`src/rtl/led_array_ctrl.sv`:
```
// Multi-channel LED driver: per-channel synchroniser + debouncer, run-time mode
// register per channel (off / direct / invert / blink), shared blink prescaler.

module led_ch #(
   parameter int DEBOUNCE     = 4,
   parameter int DEFAULT_MODE = 1
) (
   input  logic       clk,
   input  logic       rst,
   input  logic       val,
   input  logic       mode_we,
   input  logic [1:0] mode_data,
   input  logic       phase,
   output logic       led,
   output logic       stable,
   output logic       chg
);

   localparam int CW = $clog2(DEBOUNCE + 1);
   localparam logic [CW-1:0] CNT_LAST = CW'(DEBOUNCE - 1);

   typedef enum logic [1:0] {
      M_OFF    = 2'd0,
      M_DIRECT = 2'd1,
      M_INVERT = 2'd2,
      M_BLINK  = 2'd3
   } mode_t;

   logic          sync1, sync2;
   logic [CW-1:0] cnt, cnt_next;
   logic          stable_next;
   logic [1:0]    mode;

   // Counter only advances while the synchronised input disagrees with the
   // accepted level; any agreeing sample throws away the partial count.
   always_comb begin
      stable_next = stable;
      cnt_next    = cnt;
      if (sync2 == stable) begin
         cnt_next = '0;
      end else if (cnt == CNT_LAST) begin
         stable_next = sync2;
         cnt_next    = '0;
      end else begin
         cnt_next = cnt + 1'b1;
      end
   end

   assign chg = stable_next != stable;

   always_ff @(posedge clk or posedge rst) begin
      if (rst) begin
         sync1  <= 1'b0;
         sync2  <= 1'b0;
         stable <= 1'b0;
         cnt    <= '0;
         mode   <= 2'(DEFAULT_MODE);
         led    <= 1'b0;
      end else begin
         sync1  <= val;
         sync2  <= sync1;
         stable <= stable_next;
         cnt    <= cnt_next;
         if (mode_we) mode <= mode_data;
         // LED follows the registered mode/stable, so a same-edge mode write and
         // stable change are both visible one edge later.
         case (mode_t'(mode))
            M_OFF:    led <= 1'b0;
            M_DIRECT: led <= stable;
            M_INVERT: led <= ~stable;
            M_BLINK:  led <= stable & phase;
            default:  led <= 1'b0;
         endcase
      end
   end

endmodule

module led_array_ctrl #(
   parameter int NUM_CH       = 4,
   parameter int DEBOUNCE     = 4,
   parameter int BLINK_DIV    = 8,
   parameter int DEFAULT_MODE = 1,
   parameter int ADDR_W       = (NUM_CH > 1) ? $clog2(NUM_CH) : 1
) (
   input  logic              CLK,
   input  logic              RST,
   input  logic [NUM_CH-1:0] VAL,
   input  logic              MODE_WE,
   input  logic [ADDR_W-1:0] MODE_ADDR,
   input  logic [1:0]        MODE_DATA,
   output logic [NUM_CH-1:0] LED,
   output logic [NUM_CH-1:0] STABLE,
   output logic              EVENT
);

   localparam int PW = $clog2(BLINK_DIV);
   localparam logic [PW-1:0] PCNT_LAST = PW'(BLINK_DIV - 1);

   logic [PW-1:0]     pcnt;
   logic              phase;
   logic [NUM_CH-1:0] ch_we;
   logic [NUM_CH-1:0] chg;

   always_ff @(posedge CLK or posedge RST) begin
      if (RST) begin
         pcnt  <= '0;
         phase <= 1'b0;
      end else if (pcnt == PCNT_LAST) begin
         pcnt  <= '0;
         phase <= ~phase;
      end else begin
         pcnt <= pcnt + 1'b1;
      end
   end

   always_ff @(posedge CLK or posedge RST) begin
      if (RST) EVENT <= 1'b0;
      else     EVENT <= |chg;
   end

   for (genvar i = 0; i < NUM_CH; i++) begin : g_ch
      // Addresses at or above NUM_CH decode to no channel and are dropped.
      localparam logic [ADDR_W-1:0] IDX = ADDR_W'(i);
      assign ch_we[i] = MODE_WE && (MODE_ADDR == IDX);

      led_ch #(
         .DEBOUNCE    (DEBOUNCE),
         .DEFAULT_MODE(DEFAULT_MODE)
      ) u_ch (
         .clk      (CLK),
         .rst      (RST),
         .val      (VAL[i]),
         .mode_we  (ch_we[i]),
         .mode_data(MODE_DATA),
         .phase    (phase),
         .led      (LED[i]),
         .stable   (STABLE[i]),
         .chg      (chg[i])
      );
   end

endmodule

```
`config.mk`:
```
export PLATFORM = sky130hd
export DESIGN_NAME = led_array_ctrl
export DESIGN_NICKNAME = d
export VERILOG_FILES = /design/src/rtl/led_array_ctrl.sv
export SDC_FILE = /design/constraint.sdc
export NUM_CORES = 1
export LEC_CHECK = 0
export BUFFER_PORTS_ARGS = -buffer_cell sky130_fd_sc_hd__buf_2
export CORE_AREA = 2 2 52 78
export DETAILED_ROUTE_END_ITERATION = 12
export DIE_AREA = 0 0 54 80
export PLACE_DENSITY = 0.7
export SLEW_MARGIN = 10
export SYNTH_ARGS = -nofsm -noshare
export SYNTH_HDL_FRONTEND = slang
export SYNTH_SLANG_ARGS = --single-unit
```
`constraint.sdc`:
```
create_clock -name CLK -period 2.1 [get_ports CLK]
set_clock_uncertainty 0.15 [all_clocks]
set_input_delay 0.105 -clock CLK [delete_from_list [all_inputs] [get_ports CLK]]
set_output_delay 0.105 -clock CLK [all_outputs]
set_load 0.1 [all_outputs]
```
---- Word-level counts from Yosys, hierarchy flattened ----
Cells that the tools add are included.
storage, ports and cells
  input bits .............................. 11
  register bits ........................... 41
  output and inout bits ................... 9
  logic and storage cells ................. 100
cells by class
  reduce and logical (&&, ||, !) cells .... 10
  equality and inequality tests ........... 28
  bitwise operators ....................... 9
  $add $sub $neg .......................... 5
  mux-type cells .......................... 21
operators by type and width
  cell                                                  number
  2-to-1 mux 3 bit                                      9
  equality test 2 bit (second input constant)           10
  one-hot mux 1 bit (4 select lines)                    4
  adder 3 x 1 -> 3 bit (second input constant)          5
  equality test 3 x 2 -> 1 bit (second input constant)  4
  equality test 2 x 1 -> 1 bit (second input constant)  5
  zero test 2 bit                                       5
  2-to-1 mux 1 bit                                      8
  inverter 1 bit                                        5
  bitwise AND 1 bit                                     4
  equality test 1 bit                                   4
  logical AND 1 bit                                     4
  != test 1 bit                                         4
  OR reduction 4 bit                                    1
  equality test 3 bit (second input constant)           1

---- Depth between registers and ports, before layout ----
Gate-level depths: netlist of run 1.
  word-level depth ........................ 5
  mapped depth ............................ 4
  depth with buffers taken out ............ 4

---- Hierarchy ----
From an unflattened synthesis of run 1, not the netlist that was laid out.
unflattened totals
  cell total of the unflattened synthesis .. 111
  area, all modules ....................... 1576.5 um^2
modules (own cells, without submodules)
  module          sequential area each (um^2)  instances  area an instance (um^2)  cells each
  led_ch          226.5                        4          342.8                    24
  led_array_ctrl  125.1                        1          205.2                    15

---- Worst setup path before layout of run 1 ----
OpenSTA, ideal clock, no wires.
  path type ............................... flip-flop to flip-flop
  start ................................... register g_ch[1].u_ch.cnt[0]
  end ..................................... register EVENT
  period minus slack after synthesis ...... 1.628 ns
  data required time ...................... 1.811 ns
  data arrival time ....................... 1.339 ns
  path slack .............................. 0.472 ns
  library setup time ...................... 0.139 ns
  stages on the path, launching flop included .. 5
  path buffers ............................ 0
  cells stage by stage .................... dfrtp_1 > ha_1 > and2b_1 > nor2b_1 > or4_1
between the ends
  longest elaborated chain between the ends .. 5
ends and longest elaborated chain
  what                          RTL line  RTL
  from (decl)                   30        logic [CW-1:0] cnt, cnt_next;
  from (signal assigned)        63        cnt <= cnt_next;
  equality test 3 x 2 -> 1 bit  41        end else if (cnt == CNT_LAST) begin
  2-to-1 mux 1 bit              41
  2-to-1 mux 1 bit              39        if (sync2 == stable) begin
  != test 1 bit                 49        assign chg = stable_next != stable;
  OR reduction 4 bit            119       else EVENT <= |chg;
  to (signal assigned)          119
  to (decl)                     94        output logic EVENT
Every way passes these cells.
A chain may end at the register's enable or synchronous reset.

---- Worst setup path in the final report of run 1 ----
Same ends and word-level chain as after synthesis.

==> results of run 1 <==
-- stage by stage --
| step | setup slack (ps) | hold slack (ps) | instances |
|---|---|---|---|
| CTS | 392 | 37.4 | 189 |
| floorplan | 472 | -13.6 | 119 |
| detailed placement | 401 | 64.3 | 174 |
| finish | 392 | 40.5 | 189 |
| global placement | 447 | 63.1 | 174 |
| global route | 345 | 58.7 | 189 |
-- state kept, by name, indices dropped and copies added, names as in the netlist --
| register | cells |
|---|---|
| EVENT | 1 |
| g_ch.u_ch.cnt | 12 |
| g_ch.u_ch.led | 4 |
| g_ch.u_ch.mode | 8 |
| g_ch.u_ch.stable | 4 |
| g_ch.u_ch.sync1 | 4 |
| g_ch.u_ch.sync2 | 4 |
| pcnt | 3 |
| phase | 1 |
-- layout make-up --
type	count	area, um^2
clock inverter	3	28.8
clock buffer	5	68.8
inverter	1	3.75
multi-input combinational	69	536
timing repair buffer	27	173
sequential	41	1030
fill	335	1750
tap	43	53.8
-- critical path, cell delays in order (launching register included) --
cell	delay (ps)
dfrtp_1	400
ha_1	210
and2b_1	200
nor2b_1	140
or4_1	490
-- report_power, final --
group	total, mW	leakage (nW)	switching [mW]	internal (mW)
Combinational	1.04	0.371	0.780	0.259
Sequential	1.11	0.506	0.134	0.975
Clock	0.547	0.0511	0.297	0.250
Total	2.69	0.929	1.21	1.48
-- worst max-delay path by stage --
stage	end	slack (ps)	cells past startpoint
6_report	EVENT	390	4
5_1_grt	EVENT	340	4
4_1_cts	EVENT	390	4
3_5_place_dp	EVENT	400	4
3_3_place_gp	EVENT	450	4
2_1_floorplan	EVENT	470	4
-- cell usage after synthesis --
cell / number
dfrtp_1: 37
mux2_1: 9
buf_4: 8
nand2_1: 8
nor2b_1: 8
nor3b_1: 8
ha_1: 6
nand3_1: 5
nor2_1: 5
dfstp_2: 4
nand2b_1: 4
nor3_1: 4
mux2_2: 3
xnor2_2: 3
nand3b_1: 2
and2b_1: 1
inv_1: 1
or4_1: 1
xnor2_1: 1
xor2_1: 1
-- kinds of logic after synthesis --
kind of cell	count (synthesis)	share of synthesized area
simple gates	46	0.159
flops	41	0.632
mux	12	0.0829
buf+inv	9	0.0391
fa+ha+maj	6	0.0460
xor+xnor	5	0.0407
-- layer usage --
metal,GRT usage,vias to the layer above,wire (um)
met2,0.227,19,1340
met3,0.0449,6,114
met5,0,-,0
met4,0.0750,0,60
met1,0.143,453,945
li1,-,442,-
==> impl_metrics.ini, run 1 <==
[run_status]
outcome = complete, no violations

[synth]
yosysSeqAreaShare = 0.632
syn_nets = 136
netlist_area_um2 = 1630
yosysWarnings = 0
synth_top_cell_area_share = 0.568
synthTopCellsByArea = dfrtp_1, dfstp_2, mux2_1, ha_1, buf_4
syn_area_per_cell_um2 = 13.7
ys_types = 20
synth_seq_cells = 41
yosysTopAreaCell = dfrtp_1
synthCells = 119

[clocking]
cts_resized = 0
cts.clk_slew.worst_paths_ps = 80
cts_buffer_depth = 2
tritoncts = done
cts-hold-fix-buffers = 7
post_cts_buffers = 0
htree_levels = 2
cts-root-buf = clkbuf_8
clock-sinks = 41
clock_latency_ps = 300
numCtsBuffers = 5

[setup_path]
reg2reg_to = EVENT
startpoint_type = register
critPathArrivalTime_ps = 1730
r2r-start = g_ch[1].u_ch.cnt[0]
critical_path_class = register to register
crit_required_ps = 2120
worstRegToRegCells = 4
endpoint_kind = register
r2r_slack_ps = 390
cp_max_fo = 4
startpoint = g_ch[1].u_ch.cnt[0]

[hold_path]
holdPathStages = 3
worstHoldStart = MODE_ADDR[0]
hold_path_class = input pin to register
hold-path-endpoint = g_ch[3].u_ch.mode[1]

[route]
routed_wl_um = 2460
avgRoutedWirePerCell_um = 13.0
num_vias = 920
drtIter0Drc = 12
firstDrtPassIters = 4
vias_per_cell = 4.87
drc = 0
ant_nets = 0

[floorplanning]
start_util = 0.447
core_um2 = 3650
die-height_um = 80
die_x_um = 54
die_area_um2 = 4320
boundaryPins = 20
rows = 27

[sta]
max_clock_freq_ghz = 0.585
setup_tns_ps = 0
finalCriticalPeriod_ps = 1710
setup_viol = 0
relSlewSlack = 0.663
rsz0062_at_grt = no
max_slew.worst_pin.slew_ps = 505
finalMaxSlewViolations = 0
hold_viol = 0
fin_crit_sh = 0.813

[layout]
antenna_cells = 0
drive_gt1_frac = 0.260
final_area_um2 = 1890
final_util = 0.519
final_cell_mix = dfrtp_1, buf_2, mux2_1
fin_nets = 162
area_growth_pct = 16.2
final_common_cell = dfrtp_1

[place]
numPortBuffers = 19
dp_hpwl_um = 1790
postPlaceCellArea_um2 = 1730
gp_congestion = 0.691

[flow_run]
maxCapViolCount = 0

[global_route]
grt_usage = 0.135
grt_max_degree = 42
antenna_found_initial = 0
grt.overflow.total = 0
grt_pass1_vias = 928
grt_pass1_wl_um = 4020

[pwr]
ir_drop_mv = 0.939
p_total_mw = 2.69
p_leak_nw = 0.929
power_density_nw_per_um2 = 1420
No activity file was read; power rests on OpenSTA's default activity.
==> run 2: changes to the inputs <==
ABC_AREA = 1   (was default)
CORE_AREA = 2 2 53 80   (was 2 2 52 78)
DIE_AREA = 0 0 55 82   (was 0 0 54 80)
PLACE_DENSITY = 0.72   (was 0.7)
clock period = 1.45 ns   (was 2.1 ns; I/O delays follow)
==> run 2 against run 1 <==
Effect of this change: first-iteration DRC count increased by 42%; critical path depth fell by 3; clock-buffer cell count increased by 2; largest power group unchanged.
==> impl_metrics.ini, run 2 <==
[run_status]
outcome = complete, no violations

[pwr]
ir_drop_mv = 1.13
combPwrFrac = 0.367
p_int_mw = 2.27
p_leak_nw = 1.04
clkPwrFrac = 0.238
power_density_nw_per_um2 = 1920
power_switching_mw = 1.64
swShare = 0.419
seqPwrFrac = 0.395

[sta]
setup_viol = 0
hold_viol = 0
setup_tns_ps = 0
finalCriticalPeriod_ps = 1380
relSlewSlack = 0.677
rsz0062_at_grt = no
finalMaxSlewViolations = 0
max_slew.worst_pin.slew_ps = 487
fin_crit_sh = 0.954
max_clock_freq_ghz = 0.723

[synth]
synthCells = 168
synth_fa_ha_area_frac = 0.0440
synth_top_cell_area_share = 0.542
synth_seq_cells = 41
synthMuxAreaShare = 0
netlist_area_um2 = 1710
synth_top_family_by_area = simple AND/OR/NAND/NOR gates
syn_area_per_cell_um2 = 10.2
synth-edff-count = 0
yosys.area_share.simple = 0.194
netlist_top_cells_count = dfrtp_1, nand2_1, inv_1
synth_xor_xnor_area_share = 0.00513
synthArstFlopShare = 1.00
yosysTopAreaCell = dfrtp_1
synth_compound_area_frac = 0.0586
yosysWarnings = 0
ys_types = 16
ys.flop_type = dfrtp_1
synthTopCellsByArea = dfrtp_1, nand2_1, dfstp_2, inv_1, ha_1
yosysSeqAreaShare = 0.604
synth_most_common_cell = dfrtp_1
syn_nets = 185

[layout]
drive_gt1_frac = 0.232
final_cell_mix = dfrtp_1, nand2_1, inv_1
final_area_um2 = 2040
largest_register_ffs = 12
n_fill_cell = 355
fin_nets = 214
final_util = 0.529
multi_input_area_um2 = 515
area_growth_pct = 19.3
regMostFlops = g_ch.u_ch.cnt
finalNonFillerCells = 243
final_common_cell = dfrtp_1
largest_registers = g_ch.u_ch.cnt (12), g_ch.u_ch.mode (8)
seqCellArea_um2 = 1030
antenna_cells = 0

[setup_path]
startpoint_type = register
endpoint_kind = output pin
worstRegToRegCells = 7
slowest_stage = buf_2
critical_path_class = register to output pin
r2r_slack_ps = 220
crit_required_ps = 1230
path_buf_inv = 1
r2r-start = g_ch[3].u_ch.cnt[0]
cp_max_fo = 5
cp_cell_sequence = buf_2
startpoint = g_ch[2].u_ch.stable
critPathArrivalTime_ps = 1160
reg2reg_to = EVENT
crit_family = buffers and inverters
slowest_delay_ps = 450

[place]
numPortBuffers = 19
dp_hpwl_um = 1810
numPlacedInstances = 225
postPlaceCellArea_um2 = 1820
gp_congestion = 0.766

[clocking]
cts.clk_slew.worst_paths_ps = 70
cts-root-buf = clkbuf_8
cts_buffer_depth = 2
clock_latency_ps = 290
htree_levels = 2
tritoncts = done
post_cts_buffers = 0
clock-sinks = 41
numCtsBuffers = 5

[global_route]
grt_max_degree = 42
grt_usage = 0.146
grt.overflow.total = 0
grt_pass1_wl_um = 4470
antenna_found_initial = 0
grt_pass1_vias = 1046

[hold_path]
holdPathStages = 0
hold-path-endpoint = g_ch[1].u_ch.sync2
hold_path_class = register to register
worstHoldStart = g_ch[1].u_ch.sync1

[floorplanning]
core_um2 = 3850
rows = 28
die-height_um = 82
start_util = 0.443
die_area_um2 = 4510
die_x_um = 55
boundaryPins = 20

[route]
ant_nets = 0
num_vias = 1103
avgRoutedWirePerCell_um = 10.9
drtIter0Drc = 17
vias_per_cell = 4.54
drc = 0
firstDrtPassIters = 4
routed_wl_um = 2650

[flow_run]
maxCapViolCount = 0
[run 2: cell types whose count changed after synthesis, sizes merged, moves of 8 or more]
cell and change:
nor3b -8, o21ai +14, inv +26, mux2 -12, nand2 +32, nor2 +10, nor2b -8
[run 2: cells by family after synthesis]
kind of cell             count (synthesis)
AND/OR/NAND/NOR                         67
AO/OA/AOI/OAI                           18
adder cells (fa/ha/maj)                  6
XOR/XNOR                                 1
buffers and inverters                   35
flip-flops                              41
[run 2: routing by layer]
metal / part of all wire / GRT usage
met5: 0 / 0
met4: 0.029 / 0.0878
met2: 0.52 / 0.229
met3: 0.043 / 0.0527
met1: 0.41 / 0.167
[run 2: layout make-up]
class | instances | share of cell area
flip-flops and latches | 41 | 0.506
multi-input cells | 92 | 0.253
repair buffers | 30 | 0.107
inverters | 27 | 0.0497
clock buffers | 7 | 0.0424
well taps | 45 | 0.0276
clock inverters | 1 | 0.0147
[run 2: power groups by stage]
stage	combinational [mW]	sequential (mW)	clock [mW]
5_1_grt	1.57	1.58	1.01
2_1_floorplan	1.23	1.64	0
3_5_place_dp	1.42	1.57	0
6_report	1.44	1.55	0.930
3_3_place_gp	1.39	1.56	0
4_1_cts	1.45	1.55	0.964
[run 2: worst max path at each step]
stage / end / slack, ps / cells after the start
5_1_grt: STABLE[2] / 20 / 1
6_report: STABLE[2] / 70 / 1
3_3_place_gp: EVENT / 200 / 7
2_1_floorplan: EVENT / 290 / 1
3_5_place_dp: EVENT / 200 / 7
4_1_cts: STABLE[1] / 10 / 1
[run 2: stage by stage]
step | power [mW] | setup slack [ps] | hold WS, ps
floorplan | 2.86 | 288 | -46.1
global placement | 2.96 | 198 | -12.6
detailed placement | 2.99 | 199 | 0.945
CTS | 3.96 | 14.2 | 205
global route | 4.15 | 22.9 | 217
finish | 3.91 | 67.0 | 201
[run 2: timing repair]
action | in CTS | in global routing
hold buffers | 10 | 0
gates resized for setup | 0 | 1
endpoints found under the setup margin | 0 | 1
endpoints found under the hold margin | 53 | 0
==> run 3: changes to the inputs <==
SYNTH_HIERARCHICAL = 1   (was default)
==> run 3 against run 2 <==
Effect of this change: register-to-register slack improved by 20 ps; global-route usage increased by 1.5 points; power increased by 0.79%; largest cell class unchanged; clock power decreased by 4.2%; routed wire length increased by 8.4%; synthesized cell count increased by 17%; worst setup slack improved by 6.4 ps; sequential cell count unchanged; area after synthesis about the same; sequential power about the same.
==> impl_metrics.ini, run 3 <==
[floorplanning]
rows = 28
boundaryPins = 20
die_area_um2 = 4510
die_x_um = 55
core_um2 = 3850
start_util = 0.444
die-height_um = 82

[place]
gp_congestion = 0.715
postPlaceCellArea_um2 = 1870
numPortBuffers = 19
dp_hpwl_um = 2140

[clocking]
clock-sinks = 41
htree_levels = 2
tritoncts = done
numCtsBuffers = 5
clock_latency_ps = 300
cts.clk_slew.worst_paths_ps = 80
cts_buffer_depth = 2
post_cts_buffers = 0
cts_resized = 0
cts-root-buf = clkbuf_8

[setup_path]
cp_cell_sequence = buf_2
path_buf_inv = 1
slowest_delay_ps = 440
startpoint_type = register
crit_family = buffers and inverters
slowest_stage = buf_2
critical_path_class = register to output pin
crit_required_ps = 1230
cp_max_fo = 5
critPathArrivalTime_ps = 1150
endpoint_kind = output pin

[route]
drc = 0
vias_per_cell = 4.55
num_vias = 1279
ant_nets = 0
firstDrtPassIters = 4
routed_wl_um = 2870
drtIter0Drc = 19
avgRoutedWirePerCell_um = 10.2

[sta]
relSlewSlack = 0.676
setup_tns_ps = 0
max_clock_freq_ghz = 0.726
hold_slack_ps = 11.6
fin_crit_sh = 0.949
max_slew.worst_pin.slew_ps = 489
rsz0062_at_grt = no
finalCriticalPeriod_ps = 1380
setup_viol = 0
finalMaxSlewViolations = 0
hold_viol = 0

[global_route]
grt.overflow.total = 0
antenna_found_initial = 0
grt_usage = 0.161
grt_max_degree = 14
grt_pass1_vias = 1282
grt_pass1_wl_um = 5150

[pwr]
p_leak_nw = 1.15
p_total_mw = 3.94
clkPwrFrac = 0.226
swShare = 0.432
combPwrFrac = 0.378
power_density_nw_per_um2 = 1880
power_switching_mw = 1.70
p_int_mw = 2.24
ir_drop_mv = 1.31
seqPwrFrac = 0.396

[flow_run]
maxCapViolCount = 0

[synth]
netlist_area_um2 = 1710
synth_top_cell_area_share = 0.542
yosysWarnings = 6
ys_types = 10
netlist_top_cells_count = nand2_1, inv_1, dfrtp_1
synth_most_common_cell = nand2_1
synthTopCellsByArea = dfrtp_1, nand2_1, inv_1, dfstp_2, nor2_1
synthCells = 197
syn_area_per_cell_um2 = 8.68
synthArstFlopShare = 1.00
ys.flop_type = dfrtp_1
synth-edff-count = 0
yosysTopAreaCell = dfrtp_1
syn_nets = 214
synth_seq_cells = 41
yosysSeqAreaShare = 0.603

[layout]
area_growth_pct = 22.5
antenna_cells = 0
largest_registers = g_ch.u_ch/cnt (12), g_ch.u_ch/mode (8)
drive_gt1_frac = 0.195
regMostFlops = g_ch.u_ch/cnt
fin_nets = 252
largest_register_ffs = 12
final_area_um2 = 2090
final_common_cell = nand2_1
final_cell_mix = nand2_1, inv_1, dfrtp_1

[hold_path]
hold_path_class = input pin to register

[run_status]
outcome = complete, no violations
run 3: timing repair:
| item | 4_1_cts | 5_1_grt |
|---|---|---|
| endpoints found under the hold margin | 53 | 0 |
| hold buffers | 12 | 0 |
| endpoints found under the setup margin | 0 | 0 |
run 3: power groups by stage:
stage / sequential (mW) / clock (mW) / combinational [mW]
floorplan: 2.28 / 0 / 0.507
global placement: 1.58 / 0 / 1.46
detailed placement: 1.59 / 0 / 1.48
CTS: 1.57 / 0.917 / 1.51
global route: 1.59 / 0.968 / 1.64
finish: 1.56 / 0.891 / 1.49
run 3: cell families (layout without fill, tap and decap cells):
group	after synthesis	in the layout	share of synthesized area
compound gates	8	8	0.0234
fa+ha+maj	6	6	0.0439
buf+inv	45	84	0.0988
flops	41	41	0.603
simple gates	97	97	0.231
run 3: metrics by stage:
| step | utilization | setup slack (ps) | instances |
|---|---|---|---|
| after detailed placement | 0.484 | 250 | 261 |
| after CTS | 0.543 | 58.5 | 281 |
| after global routing | 0.543 | 26.3 | 281 |
| final | 0.543 | 73.4 | 281 |
| after floorplan | - | 84.4 | 197 |
| after global placement | 0.484 | 271 | 261 |
run 3: final timing paths:
path	start	to	slack [ps]	depth (start not counted)
max in group asynchronous	RST	g_ch[2].u_ch/mode[0]	680	3
min reg2reg	g_ch[2].u_ch/sync1	g_ch[2].u_ch/sync2	200	0
min in group asynchronous	RST	phase	110	3
min	MODE_WE	g_ch[2].u_ch/mode[0]	10	5
max	g_ch[2].u_ch/stable	STABLE[2]	70	1
max reg2reg	g_ch[1].u_ch/cnt[0]	EVENT	240	5
run 3: tightest hold or removal path: stages:
cell,delay (ps)
buf_2,100
nand2_1,70
nor2_1,70
nand2_1,60
o21ai_0,70
run 3: cell type report:
class                           count  area, um^2
Timing Repair Buffer               31         215
Tap cell                           45        56.3
Inverter                           45         169
Fill cell                         357        1760
Clock inverter                      2        35.0
Multi-Input combinational cell    111         509
Clock buffer                        6        72.6
Sequential cell                    41        1040
run 3: metal layers:
| layer | up-vias | wire length, um | GRT usage |
|---|---|---|---|
| met5 | - | 0 | 0 |
| met2 | 22 | 1480 | 0.270 |
| met4 | 0 | 69 | 0.0805 |
| met1 | 598 | 1210 | 0.178 |
| li1 | 652 | - | - |
| met3 | 7 | 113 | 0.0491 |
